$ cat config.mk
export PLATFORM = sky130hd
export DESIGN_NAME = dot_accumulator
export DESIGN_NICKNAME = d
export VERILOG_FILES = /design/src/rtl/dot_accumulator_pkg.sv /design/src/rtl/dot_accumulator_adder_tree_pipe.sv /design/src/rtl/dot_accumulator.sv
export SDC_FILE = /design/constraint.sdc
export NUM_CORES = 1
export LEC_CHECK = 0
export CAP_MARGIN = 20
export CORE_MARGIN = 2
export CORE_UTILIZATION = 40
export DETAILED_ROUTE_END_ITERATION = 7
export DONT_BUFFER_PORTS = 1
export GPL_TIMING_DRIVEN = 0
export PLACE_DENSITY = 0.62
export SLEW_MARGIN = 20
export SYNTH_ARGS = -nofsm -noshare
export SYNTH_HDL_FRONTEND = slang
export SYNTH_HIERARCHICAL = 1
export SYNTH_SLANG_ARGS = --single-unit
$ cat constraint.sdc
create_clock -name clk -period 4.85 [get_ports clk]
set_clock_uncertainty 0.15 [all_clocks]
set_input_delay 0.485 -clock clk [delete_from_list [all_inputs] [get_ports clk]]
set_output_delay 0.485 -clock clk [all_outputs]
set_load 0.01 [all_outputs]
$ cat src/rtl/dot_accumulator_pkg.sv
// rtl/dot_accumulator_pkg.sv - dot-product control encodings shared with the instruction decoder
package dot_accumulator_pkg;

    typedef logic [1:0] dot_ctrl_t;

    localparam dot_ctrl_t DOT_NONE  = 2'b00;
    localparam dot_ctrl_t DOT_SHIFT = 2'b01;
    localparam dot_ctrl_t DOT_ACC   = 2'b10;
    localparam dot_ctrl_t DOT_CLEAR = 2'b11;

endpackage

$ cat src/rtl/dot_accumulator_adder_tree_pipe.sv
// rtl/dot_accumulator_adder_tree_pipe.sv - registered lane reduction with valid/ctrl sideband
module adder_tree_pipe
    import dot_accumulator_pkg::*;
#(
    parameter int LANES      = 4,
    parameter int DATA_WIDTH = 32
) (
    input  logic                        clk,
    input  logic                        rst,
    input  logic                        in_valid,
    input  dot_ctrl_t                   in_ctrl,
    input  logic [LANES*DATA_WIDTH-1:0] in_data,
    output logic                        out_valid,
    output dot_ctrl_t                   out_ctrl,
    output logic [DATA_WIDTH-1:0]       out_sum,
    output logic                        busy
);

    localparam int TREE_DEPTH = $clog2(LANES);

    // Registered nodes stored level by level; the root is the last entry.
    logic [DATA_WIDTH-1:0] node [LANES-1];
    logic                  vld  [TREE_DEPTH];
    dot_ctrl_t             ctl  [TREE_DEPTH];

    for (genvar l = 1; l <= TREE_DEPTH; l++) begin : g_lvl
        localparam int N   = LANES >> l;
        localparam int OFF = LANES - (LANES >> (l - 1));
        for (genvar i = 0; i < N; i++) begin : g_node
            logic [DATA_WIDTH-1:0] a;
            logic [DATA_WIDTH-1:0] b;
            if (l == 1) begin : g_leaf
                assign a = in_data[(2*i)*DATA_WIDTH +: DATA_WIDTH];
                assign b = in_data[(2*i+1)*DATA_WIDTH +: DATA_WIDTH];
            end else begin : g_inner
                localparam int POFF = LANES - (LANES >> (l - 2));
                assign a = node[POFF + 2*i];
                assign b = node[POFF + 2*i + 1];
            end
            always_ff @(posedge clk or posedge rst) begin
                if (rst) begin
                    node[OFF + i] <= '0;
                end else begin
                    node[OFF + i] <= a + b;
                end
            end
        end
    end

    always_ff @(posedge clk or posedge rst) begin
        if (rst) begin
            for (int i = 0; i < TREE_DEPTH; i++) begin
                vld[i] <= 1'b0;
                ctl[i] <= DOT_NONE;
            end
        end else begin
            vld[0] <= in_valid;
            ctl[0] <= in_ctrl;
            for (int i = 1; i < TREE_DEPTH; i++) begin
                vld[i] <= vld[i-1];
                ctl[i] <= ctl[i-1];
            end
        end
    end

    always_comb begin
        busy = 1'b0;
        for (int i = 0; i < TREE_DEPTH; i++) begin
            busy = busy | vld[i];
        end
    end

    assign out_valid = vld[TREE_DEPTH-1];
    assign out_ctrl  = ctl[TREE_DEPTH-1];
    assign out_sum   = node[LANES-2];

endmodule

$ cat src/rtl/dot_accumulator.sv
// rtl/dot_accumulator.sv - pipelined lane reduction feeding a shift/accumulate/clear accumulator
module dot_accumulator
    import dot_accumulator_pkg::*;
#(
    parameter int LANES      = 4,
    parameter int DATA_WIDTH = 32
) (
    input  logic                        clk,
    input  logic                        rst,
    input  logic                        in_valid,
    input  logic [1:0]                  dot_ctrl,
    input  logic [LANES*DATA_WIDTH-1:0] pe_out,
    output logic [DATA_WIDTH-1:0]       dot_out,
    output logic                        dot_valid,
    output logic                        busy
);

    logic                  accept;
    logic                  t_valid;
    dot_ctrl_t             t_ctrl;
    logic [DATA_WIDTH-1:0] t_sum;
    logic [DATA_WIDTH-1:0] acc;

    // DOT_NONE is a bubble: it never enters the sideband, so busy ignores it.
    assign accept = in_valid && (dot_ctrl != DOT_NONE);

    adder_tree_pipe #(
        .LANES      (LANES),
        .DATA_WIDTH (DATA_WIDTH)
    ) u_tree (
        .clk       (clk),
        .rst       (rst),
        .in_valid  (accept),
        .in_ctrl   (dot_ctrl),
        .in_data   (pe_out),
        .out_valid (t_valid),
        .out_ctrl  (t_ctrl),
        .out_sum   (t_sum),
        .busy      (busy)
    );

    always_ff @(posedge clk or posedge rst) begin
        if (rst) begin
            acc       <= '0;
            dot_valid <= 1'b0;
        end else begin
            dot_valid <= t_valid && ((t_ctrl == DOT_SHIFT) || (t_ctrl == DOT_ACC));
            if (t_valid) begin
                case (t_ctrl)
                    DOT_SHIFT: acc <= t_sum;
                    DOT_ACC:   acc <= acc + t_sum;
                    DOT_CLEAR: acc <= '0;
                    default:   acc <= acc;
                endcase
            end
        end
    end

    assign dot_out = acc;

endmodule

; ---- Word-level counts from Yosys, hierarchy flattened
; Cells that the tools add are included.
[totals]
ff_bits = 135
input_bits = 133
output_inout_bits = 34
wordCells = 24
[op_classes]
add_sub_neg = 4
n_eq_ne = 3
n_mux = 1
bitwise_logic = 1
n_reduce_logical = 6
[ops]
columns = cell, count
row1 = 32-bit adder, 4
row2 = 32-bit one-hot mux with 3 select lines, 1
row3 = 2-bit == test (second input constant), 2
row4 = 3-bit nonzero test, 1
row5 = 2-bit by 1-bit == test with 1-bit output (second input constant), 1
row6 = 1-bit logical AND, 2
row7 = 2-bit AND reduction, 1
row8 = 2-bit nonzero test, 1
row9 = 1-bit logical OR, 1
row10 = 1-bit OR, 1

; ---- Depth between registers and ports, before layout
; Gate-level depths: netlist of the first run.
[logic_depth]
depth_word = 3
mapped_depth = 12
mapped_depth_nobuf = 12

; ---- Modules after synthesis
; Netlist of the first run, hierarchy kept.
[by_module_without_submodules]
columns = module, instances, cells_per_inst, area_each_um2, seq_area_each_um2
row1 = adder_tree_pipe, 1, 815, 7579.8, 2552.4
row2 = dot_accumulator, 1, 391, 3183.1, 825.8

; ---- Worst setup path after synthesis of the first run
; No wires, ideal clock.
[synth_path]
path_kind = register -> register
from = register acc[1], in the netlist dot_out[1]
to = register acc[31], in the netlist dot_out[31]
setup_time_ps = 128
arrival_ps = 2718
t_required_ps = 4572
slack_ps = 1854
path_stages_with_launch = 11
n_path_buf = 0
period_less_slack_ps = 2996
cell_sequence = dfrtp_1 ha_1 a211o_1 a211oi_2 o211ai_1 a21o_1 a31o_1 a221oi_2 mux2_1 o21ai_0 nand3b_1
[synth_via]
elab_chain_len = 2
[synth_rtl]
columns = element, line
row1 = "start, declared", dot_accumulator.sv:22  ; logic [DATA_WIDTH-1:0] acc;
row2 = "start signal, assigned", dot_accumulator.sv:50  ; DOT_SHIFT: acc <= t_sum;
row3 = "start signal, assigned", dot_accumulator.sv:51  ; DOT_ACC: acc <= acc + t_sum;
row4 = 32-bit adder, dot_accumulator.sv:51
row5 = 32-bit one-hot mux with 3 select lines, dot_accumulator.sv:49  ; case (t_ctrl)
; Every way passes these cells.
; A chain may end at the register's enable or synchronous reset.

; ---- Final worst setup path of the first run
[layout_path]
from = register acc[0], in the netlist dot_out[0]
to = register acc[26], in the netlist dot_out[26]
; Same word-level chain as after synthesis.

==> metrics.md, run 1 <==
| Metric | Value |
|---|---|
| Slew Limit Fails | 0 |
| Core box area | 26700 µm² |
| Fin cells | 1582 |
| Number of max-cap violations | 0 |
| Post-CTS sizing | 0 |
| Hold Path Class | in2reg |
| Ant. Diodes | 0 |
| DRC errors left | 0 |
| Worst Min Path Start | in_valid |
| Placed Area | 11200 µm² |
| Hold Fails Final Rpt | 0 |
| Area delta synth->final | 10.5% |
| CP Max Fanout | 4 |
| FF+latch count, synth | 135 |
| Register area share after synthesis | 0.314 |
| M1 wire length | 12700 µm |
| CP Launch Type | flip-flop |
| GRT Resource Usage Total | 0.192 |
| Die Area | 28200 µm² |
| Most frequent cells in the layout | 135 x dfrtp_1, 127 x ha_1, 111 x a21oi_1 |
| Cts hold-fix bufs | 3 |
| P_leak | 5.27 nW |
| Pwr Density | 597 nW/µm² |
| Total Neg Setup Slack | 0 ns |
| Worst endpoint required time | 5.01 ns |
| Leading area contributor after synthesis | dfrtp_1 |
| R2r setup slk | 1.35 ns |
| Final WL | 27000 µm |
| Yosys warns | 6 |
| Starting Density | 0.404 |
| Metal3 WL | 1330 µm |
| Cell variety after synth | 75 |
| Ys async rst share | 1.00 |
| Status | complete, no violations |
| Synthesized area | 10800 µm² |
| Met2 routed WL | 12500 µm |
| Reg2reg path depth | 12 |
| CTS tree | yes |
| Routed WL per cell | 17.1 µm |
| Max Used Layer | met4 |
| CTS Root Cell | clkbuf_16 |
| Main synth FF type | dfrtp_1 |
| Number of flops mapped to enable cells by yosys | 0 |
| Row count | 60 |
| Clock Tree Buf Depth | 2 |
| DIE HEIGHT | 168 µm |
| Reg2reg end | dot_out[26] |
| Fmax | 0.286 GHz |
| Placed cells | 1549 |
| Postcts setup bufs | 0 |
| Tcrit/Tclk final | 0.721 |
| Post-layout min period | 3.50 ns |
| Final #Nets | 1494 |
| Hpwl dp | 21800 µm |
| # H-tree levels | 4 |
| Initial DRC count | 566 |
| Port Buffers | 0 |
| Worst slew margin | 0.487 |
| Slew @ Worst Pin | 0.750 ns |
| Top cell type's share of synthesized area | 0.314 |
| Most area-consuming cells after synthesis | dfrtp_1 31%, ha_1 15%, xnor2_1 5.5% |
| DR vias/cell | 5.73 |
| Hold Path End | u_tree/vld[1] |
| Cell count after synthesis | 1206 |
| Final setup viols | 0 |
| Pre-Repair DR Iteration Count | 4 |
| Routability Congestion | 0.917 |
| Routed Antenna Nets | 0 |
| Maximum vdd drop | 0.295 mV |
| Commonest non-fill, non-tap cell in the layout | dfrtp_1 |
| Clk sink count | 135 |
| Hold Path Depth | 1 |
| Crit path capture type | flip-flop |
| Syn Area/Cell | 8.92 µm² |
| Ports | 167 |
| Initial antenna violation count | 0 |
| Die W | 168 µm |
| Post-place setup slack | 1.40 ns |
| Clk slew on worst S/H paths | 0.06 ns |
| Clk_lat worst skew | 0.42 ns |
| Worst r2r src | dot_out[0] |
| Ratio of cells with drive above 1 in the final layout | 0.0492 |
| First-pass GRT wire length | 44100 µm |
| CTS Buf Count | 17 |
| Setup WS post-layout | 1.35 ns |
| Final instance area | 11900 µm² |
| RSZ-0062 raised after global routing | false |
| Vias in the first global route | 8709 |
| WP data arrival | 3.66 ns |
| Routed via count | 9060 |
| Largest net degree at the start of global routing | 64 |
| Gr ovfl total | 0 |
| Syn_nets | 1470 |
| Crit Path Class | reg2reg |
| Final core utilization | 0.446 |
-- layer usage --
metal	up-vias	global-route usage
met5	-	0
met4	0	0.0560
met3	37	0.0306
met2	246	0.317
met1	4252	0.262
li1	4525	-
-- through the flow --
step	power, mW	hold WS [ns]
2_1_floorplan	4.87	0.181
3_3_place_gp	5.66	0.186
3_5_place_dp	5.70	0.186
4_1_cts	7.10	0.0171
5_1_grt	7.70	0.0103
6_report	7.10	0.0345
-- kinds of logic (layout without fill, tap and decap cells) --
kind of cell | after synthesis | after routing | synth area share
buf+inv | 63 | 98 | 0.0229
compound gates | 413 | 413 | 0.263
xor+xnor | 102 | 102 | 0.0830
flops | 135 | 135 | 0.314
fa+ha+maj | 131 | 131 | 0.155
simple gates | 358 | 358 | 0.159
mux | 4 | 4 | 0.00384
-- power breakdown --
group / leakage, nW / total, mW / switching (mW) / internal [mW]
combinational: 3.41 / 3.86 / 2.22 / 1.64
sequential: 1.57 / 1.88 / 0.376 / 1.51
clock: 0.284 / 1.36 / 0.490 / 0.869
total: 5.27 / 7.10 / 3.08 / 4.02
-- cells in the mapped netlist (all sizes together) (3+ instances only) --
master and number:
nand4 15, nand2b 11, nor3 27, nand3b 6, a22oi 6, o21ai 85
o221ai 3, a41oi 3, nand2 94, o211ai 12, xor2 35, and3 25
a311oi 8, nand3 25, a31o 4, and2 14, o2111a 4, a21o 64
mux2i 3, a31oi 11, a21boi 4, buf 4, nor2b 17, nor2 108
o2111ai 8, o41ai 5, clkbuf 28, or3 7, or2 4, xnor2 67
o21bai 11, ha 127, a21oi 112, a221oi 23, dfrtp 135, fa 4
a211oi 11, inv 30, o31ai 4, o21a 14, a211o 4, a2111oi 3
-- registers in the layout, indices dropped and copies added (netlist names) --
register               flops
u_tree/g_lvl.g_node.a     32
u_tree/vld                 1
dot_out                   32
u_tree/out_valid           1
dot_valid                  1
u_tree/out_ctrl            2
u_tree/out_sum            32
u_tree/g_lvl.g_node.b     32
u_tree/ctl                 2
-- cell type report --
type	instances	area, µm²
Timing Repair Buffer	5	85.1
Buffer	32	130
Clock inverter	11	175
Sequential cell	135	3380
Multi-Input combinational cell	1008	7140
Tap cell	341	427
Inverter	31	121
Fill cell	2562	14800
Clock buffer	19	443
-- worst max path at each step --
stage | from | end | depth (start not counted)
after floorplan | rst | u_tree/ctl[2] | 1
after global placement | rst | u_tree/g_lvl[2].g_node[0].b[31] | 1
after detailed placement | dot_out[0] | dot_out[26] | 12
after CTS | dot_out[0] | dot_out[26] | 12
after global routing | dot_out[0] | dot_out[26] | 12
final | dot_out[0] | dot_out[26] | 12
-- critical path, stage by stage, from the launching register on --
cell and delay, ns:
dfrtp_1 0.42, ha_1 0.23, inv_1 0.07, fa_1 0.37, nor2b_1 0.20, o31a_1 0.20, o2111ai_1 0.12, nand2_1 0.19
a311oi_2 0.17, o31ai_1 0.65, a21oi_1 0.20, xnor2_1 0.17, a221oi_1 0.25
No activity file was read; power rests on OpenSTA's default activity.
==> run 2, diff against run 1 <==
Settings changed: PLACE_DENSITY 0.62 to 0.64.
Clock period 4.85 ns to 2.93 ns, I/O delays scaled along.
==> metrics.md, run 2 (synthesized netlist as in run 1, its figures left out) <==
| Metric | Value |
|---|---|
| R2r setup slk | -0.01 ns (-1.36 ns) |
| Crit Path Class | reg2reg |
| # H-tree levels | 4 (unchanged) |
| DIE HEIGHT | 168 µm (unchanged) |
| Clk sink count | 135 (unchanged) |
| Post-place setup slack | -0.571 ns (-1.97 ns) |
| First-pass GRT wire length | 45900 µm (+4.0%) |
| Reg2reg end | dot_out[31] |
| CTS Buf Count | 17 (unchanged) |
| Hpwl dp | 21900 µm (+0.54%) |
| Routed Antenna Nets | 0 (unchanged) |
| Ant. Diodes | 0 (unchanged) |
| Hold Path Class | in2reg |
| Routed WL per cell | 17.4 µm (+1.7%) |
| Setup WS post-layout | -0.0111 ns (-1.36 ns) |
| Number of max-cap violations | 0 (unchanged) |
| Largest net degree at the start of global routing | 37 (-42%) |
| Slew Limit Fails | 0 (unchanged) |
| Worst r2r src | u_tree/out_sum[1] |
| Tcrit/Tclk final | 1.00 (+0.283) |
| Core box area | 26700 µm² (unchanged) |
| Reg2reg path depth | 10 (-2) |
| Worst endpoint required time | 3.08 ns (-1.93 ns) |
| Initial DRC count | 553 (-2.3%) |
| Row count | 60 (unchanged) |
| RSZ-0062 raised after global routing | true |
| Status | complete, but fails checks |
| Placed Area | 11300 µm² (+0.10%) |
| Routed via count | 9211 (+1.7%) |
| Final WL | 27900 µm (+3.4%) |
| Hold Slack | 0.0276 ns (-0.00686 ns) |
| Failing checks | setup timing |
| Final instance area | 12500 µm² (+5.1%) |
| Die W | 168 µm (unchanged) |
| Vias in the first global route | 9081 (+4.3%) |
| Worst slew margin | 0.487 (-0.000640) |
| Ports | 167 (unchanged) |
| Slew @ Worst Pin | 0.761 ns (+0.0107 ns) |
| P_leak | 5.44 nW (+3.4%) |
| WP data arrival | 3.09 ns (-0.57 ns) |
| DR vias/cell | 5.72 (about the same) |
| Fin cells | 1609 (+1.7%) |
| Port Buffers | 0 (unchanged) |
| CP Launch Type | flip-flop |
| Final setup viols | 3 (+3) |
| Hold Path Depth | 2 (+1) |
| CTS Root Cell | clkbuf_16 |
| Clk slew on worst S/H paths | 0.06 ns (about the same) |
| Final #Nets | 1519 (+1.7%) |
| Commonest non-fill, non-tap cell in the layout | dfrtp_1 |
| Crit path from | u_tree/out_sum[1] |
| Worst Min Path Start | pe_out[36] |
| CTS tree | yes |
| Initial antenna violation count | 1 (+1) |
| Ratio of cells with drive above 1 in the final layout | 0.101 (+0.0518) |
| Pre-Repair DR Iteration Count | 5 (+1) |
| Hold Fails Final Rpt | 0 (unchanged) |
| Clock Tree Buf Depth | 2 (unchanged) |
| Gr ovfl total | 0 (unchanged) |
| Post-layout min period | 2.94 ns (-0.556 ns) |
| Crit path capture type | flip-flop |
| Fmax | 0.340 GHz (+19%) |
| Placed cells | 1550 (+0.065%) |
| CP Max Fanout | 2 (-2) |
| Pwr Density | 1040 nW/µm² (+73%) |
| Routability Congestion | 0.910 (-0.77%) |
| Die Area | 28200 µm² (unchanged) |
| Maximum vdd drop | 0.414 mV (+40%) |
| Clk_lat worst skew | 0.42 ns (about the same) |
| DRC errors left | 0 (unchanged) |
| Hold Path End | u_tree/g_lvl[2].g_node[0].a[4] |
| Most frequent cells in the layout | 131 x dfrtp_1, 112 x ha_1, 108 x nor2_1 |
| Area delta synth->final | 16.1% |
| Starting Density | 0.404 (unchanged) |
| GRT Resource Usage Total | 0.200 (+0.00728) |
| Power, Total | 12.9 mW (+82%) |
-- run 2: changes by cell type in the layout (fill, tap and decap cells not counted), sizes merged --
| cell | before | now |
|---|---|---|
| buf | 6 | 24 |
| clkinvlp | 5 | 3 |
| inv | 31 | 30 |
| dlygate4sd3 | 3 | 14 |
| clkbuf | 47 | 45 |
| clkinv | 2 | 5 |
-- run 2: worst max-delay path: stages, from the launching register on --
cell      delay [ns]
dfrtp_1         0.43
ha_4            0.26
a211o_4         0.34
a211oi_4        0.23
o211ai_1        0.14
a21o_1          0.20
a31o_1          0.26
a221oi_4        0.29
mux2_4          0.35
o21ai_2         0.11
nand3b_1        0.08
-- run 2: power by group --
group | total (mW) | internal (mW) | leakage (nW) | switching (mW)
Combinational | 7.47 | 3.39 | 3.57 | 4.09
Clock | 2.28 | 1.47 | 0.304 | 0.806
Sequential | 3.19 | 2.50 | 1.57 | 0.691
-- run 2: layout make-up --
class	instances	area (µm²)
Buffer	28	115
Clock buffer	21	460
Clock inverter	11	171
Fill cell	2525	14200
Inverter	31	120
Multi-Input combinational cell	1008	7480
Sequential cell	135	3380
Tap cell	341	427
Timing Repair Buffer	34	339
-- run 2: how the worst max path moves through the flow --
stage                              to  cells after the start  slack, ns
after floorplan           dot_out[31]                     10      0.006
after global placement    dot_out[26]                     12      -0.58
after detailed placement  dot_out[26]                     12      -0.57
after CTS                 dot_out[31]                     10      -0.10
after global routing      dot_out[20]                     13      -0.13
final                     dot_out[31]                     10      -0.01
-- run 2: repair_timing --
| item | CTS | global route |
|---|---|---|
| buffers inserted | 10 | 7 |
| hold endpoints to repair | 75 | 0 |
| endpoints found under the setup margin | 16 | 19 |
| hold buffers | 14 | 0 |
| gates resized for setup | 41 | 28 |
| pin swaps | 22 | 27 |
-- run 2: stage by stage --
step | TNS [ns] | utilization
finish | -0.0317 | 0.469
global route | -0.569 | 0.469
CTS | -0.259 | 0.462
detailed placement | -3.66 | 0.423
global placement | -3.26 | 0.420
floorplan | 0 | -
-- run 2: metal layers --
metal,routed length (µm),vias to the layer above,GRT usage
met5,0,-,0
met4,389,0,0.0548
met3,1430,25,0.0355
met2,13400,252,0.334
met1,12800,4358,0.267
li1,-,4576,-
==> run 3, diff against run 2 <==
Settings changed: CORE_ASPECT_RATIO from default to 1.75.
==> metrics.md, run 3 (synthesized netlist as in run 1, its figures left out) <==
| Metric | Value |
|---|---|
| GRT Resource Usage Total | 0.209 (+0.00971) |
| Row count | 79 (+32%) |
| RSZ-0062 raised after global routing | true |
| Status | complete, but fails checks |
| Area of the multi-input gates | 7440 µm² (-0.55%) |
| Fin cells | 1599 (-0.62%) |
| Vias in the first global route | 9570 (+5.4%) |
| CP Max Fanout | 4 (+2) |
| Final WL | 29300 µm (+5.0%) |
| Fmax | 0.326 GHz (-4.0%) |
| Routed via count | 9328 (+1.3%) |
| Pre-Repair DR Iteration Count | 5 (unchanged) |
| CTS tree | yes |
| Die Area | 28300 µm² (+0.18%) |
| Routed WL per cell | 18.3 µm (+5.6%) |
| Crit path capture type | flip-flop |
| Die W | 128 µm (-24%) |
| Worst endpoint required time | 3.09 ns (about the same) |
| Number of max-cap violations | 0 (unchanged) |
| Hold Fails Final Rpt | 0 (unchanged) |
| Setup WS post-layout | -0.134 ns (-0.123 ns) |
| Area delta synth->final | 16.4% |
| Hpwl dp | 23800 µm (+8.9%) |
| CP max-delay cell | dfrtp_2 |
| CTS Buf Count | 17 (unchanged) |
| P_leak | 5.48 nW (+0.74%) |
| Commonest non-fill, non-tap cell in the layout | dfrtp_1 |
| Final instance area | 12500 µm² (+0.24%) |
| Worst path bufs/invs | 0 (unchanged) |
| Clk sink count | 135 (unchanged) |
| Gr ovfl total | 0 (unchanged) |
| CTS Root Cell | clkbuf_16 |
| Stages on worst setup path | 10 (unchanged) |
| Most frequent cells in the layout | 130 x dfrtp_1, 118 x ha_1, 109 x a21oi_1 |
| Final setup viols | 6 (+3) |
| Max incr delay on CP | 0.45 ns (+0.02 ns) |
| CP cell instances | ha_4 -> a211o_1 -> a211oi_4 -> o211ai_1 -> a21o_1 -> a31o_1 -> a221oi_4 -> mux2_4 -> o21ai_2 -> nand3b_1 |
| Pwr Density | 1030 nW/µm² (-0.32%) |
| Clk slew on worst S/H paths | 0.06 ns (about the same) |
| CP Launch Type | flip-flop |
| Largest net degree at the start of global routing | 36 (-2.7%) |
| Maximum vdd drop | 0.500 mV (+21%) |
| Initial antenna violation count | 0 (-1) |
| Fillers | 2547 (+0.87%) |
| Core box area | 26500 µm² (-0.60%) |
| Failing checks | setup timing |
| Slew @ Worst Pin | 0.757 ns (-0.00399 ns) |
| Clock Tree Buf Depth | 2 (unchanged) |
| Hold Path Depth | 2 (unchanged) |
| Reg2reg path depth | 10 (unchanged) |
| Routed Antenna Nets | 0 (unchanged) |
| Ports | 167 (unchanged) |
| # H-tree levels | 4 (unchanged) |
| Starting Density | 0.406 (+0.00244) |
| DR vias/cell | 5.83 (+1.9%) |
| Post-layout min period | 3.06 ns (+0.123 ns) |
| Placed Area | 11300 µm² (about the same) |
| Ratio of cells with drive above 1 in the final layout | 0.0965 (-0.00448) |
| Ant. Diodes | 0 (unchanged) |
| Placed cells | 1534 (-1.0%) |
| Tcrit/Tclk final | 1.05 (+0.0421) |
| Worst slew margin | 0.483 (-0.00395) |
| DIE HEIGHT | 221 µm (+32%) |
| Crit Path Class | reg2reg |
| DRC errors left | 0 (unchanged) |
| WP data arrival | 3.22 ns (+0.13 ns) |
| FF/Latch Area | 3380 µm² (about the same) |
| CP top delay family | compound AO/OA/AOI/OAI gates |
| Port Buffers | 0 (unchanged) |
| Final #Nets | 1526 (+0.46%) |
| Slew Limit Fails | 0 (unchanged) |
| First-pass GRT wire length | 47200 µm (+3.0%) |
| Initial DRC count | 355 (-36%) |
| Clk_lat worst skew | 0.43 ns (about the same) |
| Routability Congestion | 0.964 (+5.9%) |
| Hold Path Class | in2reg |
| Power, Total | 12.9 mW (about the same) |
[run 3: layer usage]
metal / routed length [µm] / GRT usage / part of all wire
met2: 16100 / 0.405 / 0.55
met1: 10600 / 0.207 / 0.36
met5: 0 / 0 / 0
met4: 1540 / 0.121 / 0.052
met3: 1020 / 0.0280 / 0.035
[run 3: layout make-up]
cell class                 instances  area share
tap                              324      0.0324
timing repair buffer              39      0.0319
buffer                            30     0.00979
clock inverter                    11      0.0156
inverter                          31     0.00959
clock buffer                      21      0.0367
sequential                       135       0.270
multi-input combinational       1008       0.594
[run 3: final timing paths]
kind                                from                               to  slack [ns]
min reg2reg                u_tree/ctl[3]               u_tree/out_ctrl[1]        0.20
max in group asynchronous            rst  u_tree/g_lvl[2].g_node[0].a[26]        1.83
max                           dot_out[1]                      dot_out[31]       -0.13
min                           pe_out[36]   u_tree/g_lvl[2].g_node[0].a[4]        0.03
max reg2reg                   dot_out[1]                      dot_out[31]       -0.13
min in group asynchronous            rst                u_tree/out_sum[1]        0.15
[run 3: power breakdown]
| part | leakage [nW] | switching, mW | internal, mW |
|---|---|---|---|
| Combinational | 3.60 | 4.12 | 3.32 |
| Sequential | 1.57 | 0.639 | 2.50 |
| Clock | 0.310 | 0.795 | 1.56 |
| Total | 5.48 | 5.55 | 7.38 |
[run 3: repair_timing]
item                                    CTS  global route
pin swaps                                18            31
gates resized for setup                  22            41
endpoints found under the setup margin   17            23
endpoints found under the hold margin   148             0
buffers inserted                          7            10
hold buffers                             18             0
[run 3: per-stage QoR]
step                      hold WS (ns)  setup TNS, ns   util  worst slack (ns)
after detailed placement       -0.0470          -4.76  0.425            -0.462
after floorplan                  0.174              0      -           0.00640
after CTS                      0.00138          -1.11  0.462            -0.292
after global routing           0.00942          -1.71  0.473            -0.253
final                           0.0264         -0.520  0.473            -0.134
after global placement           0.175          -4.22  0.422            -0.408
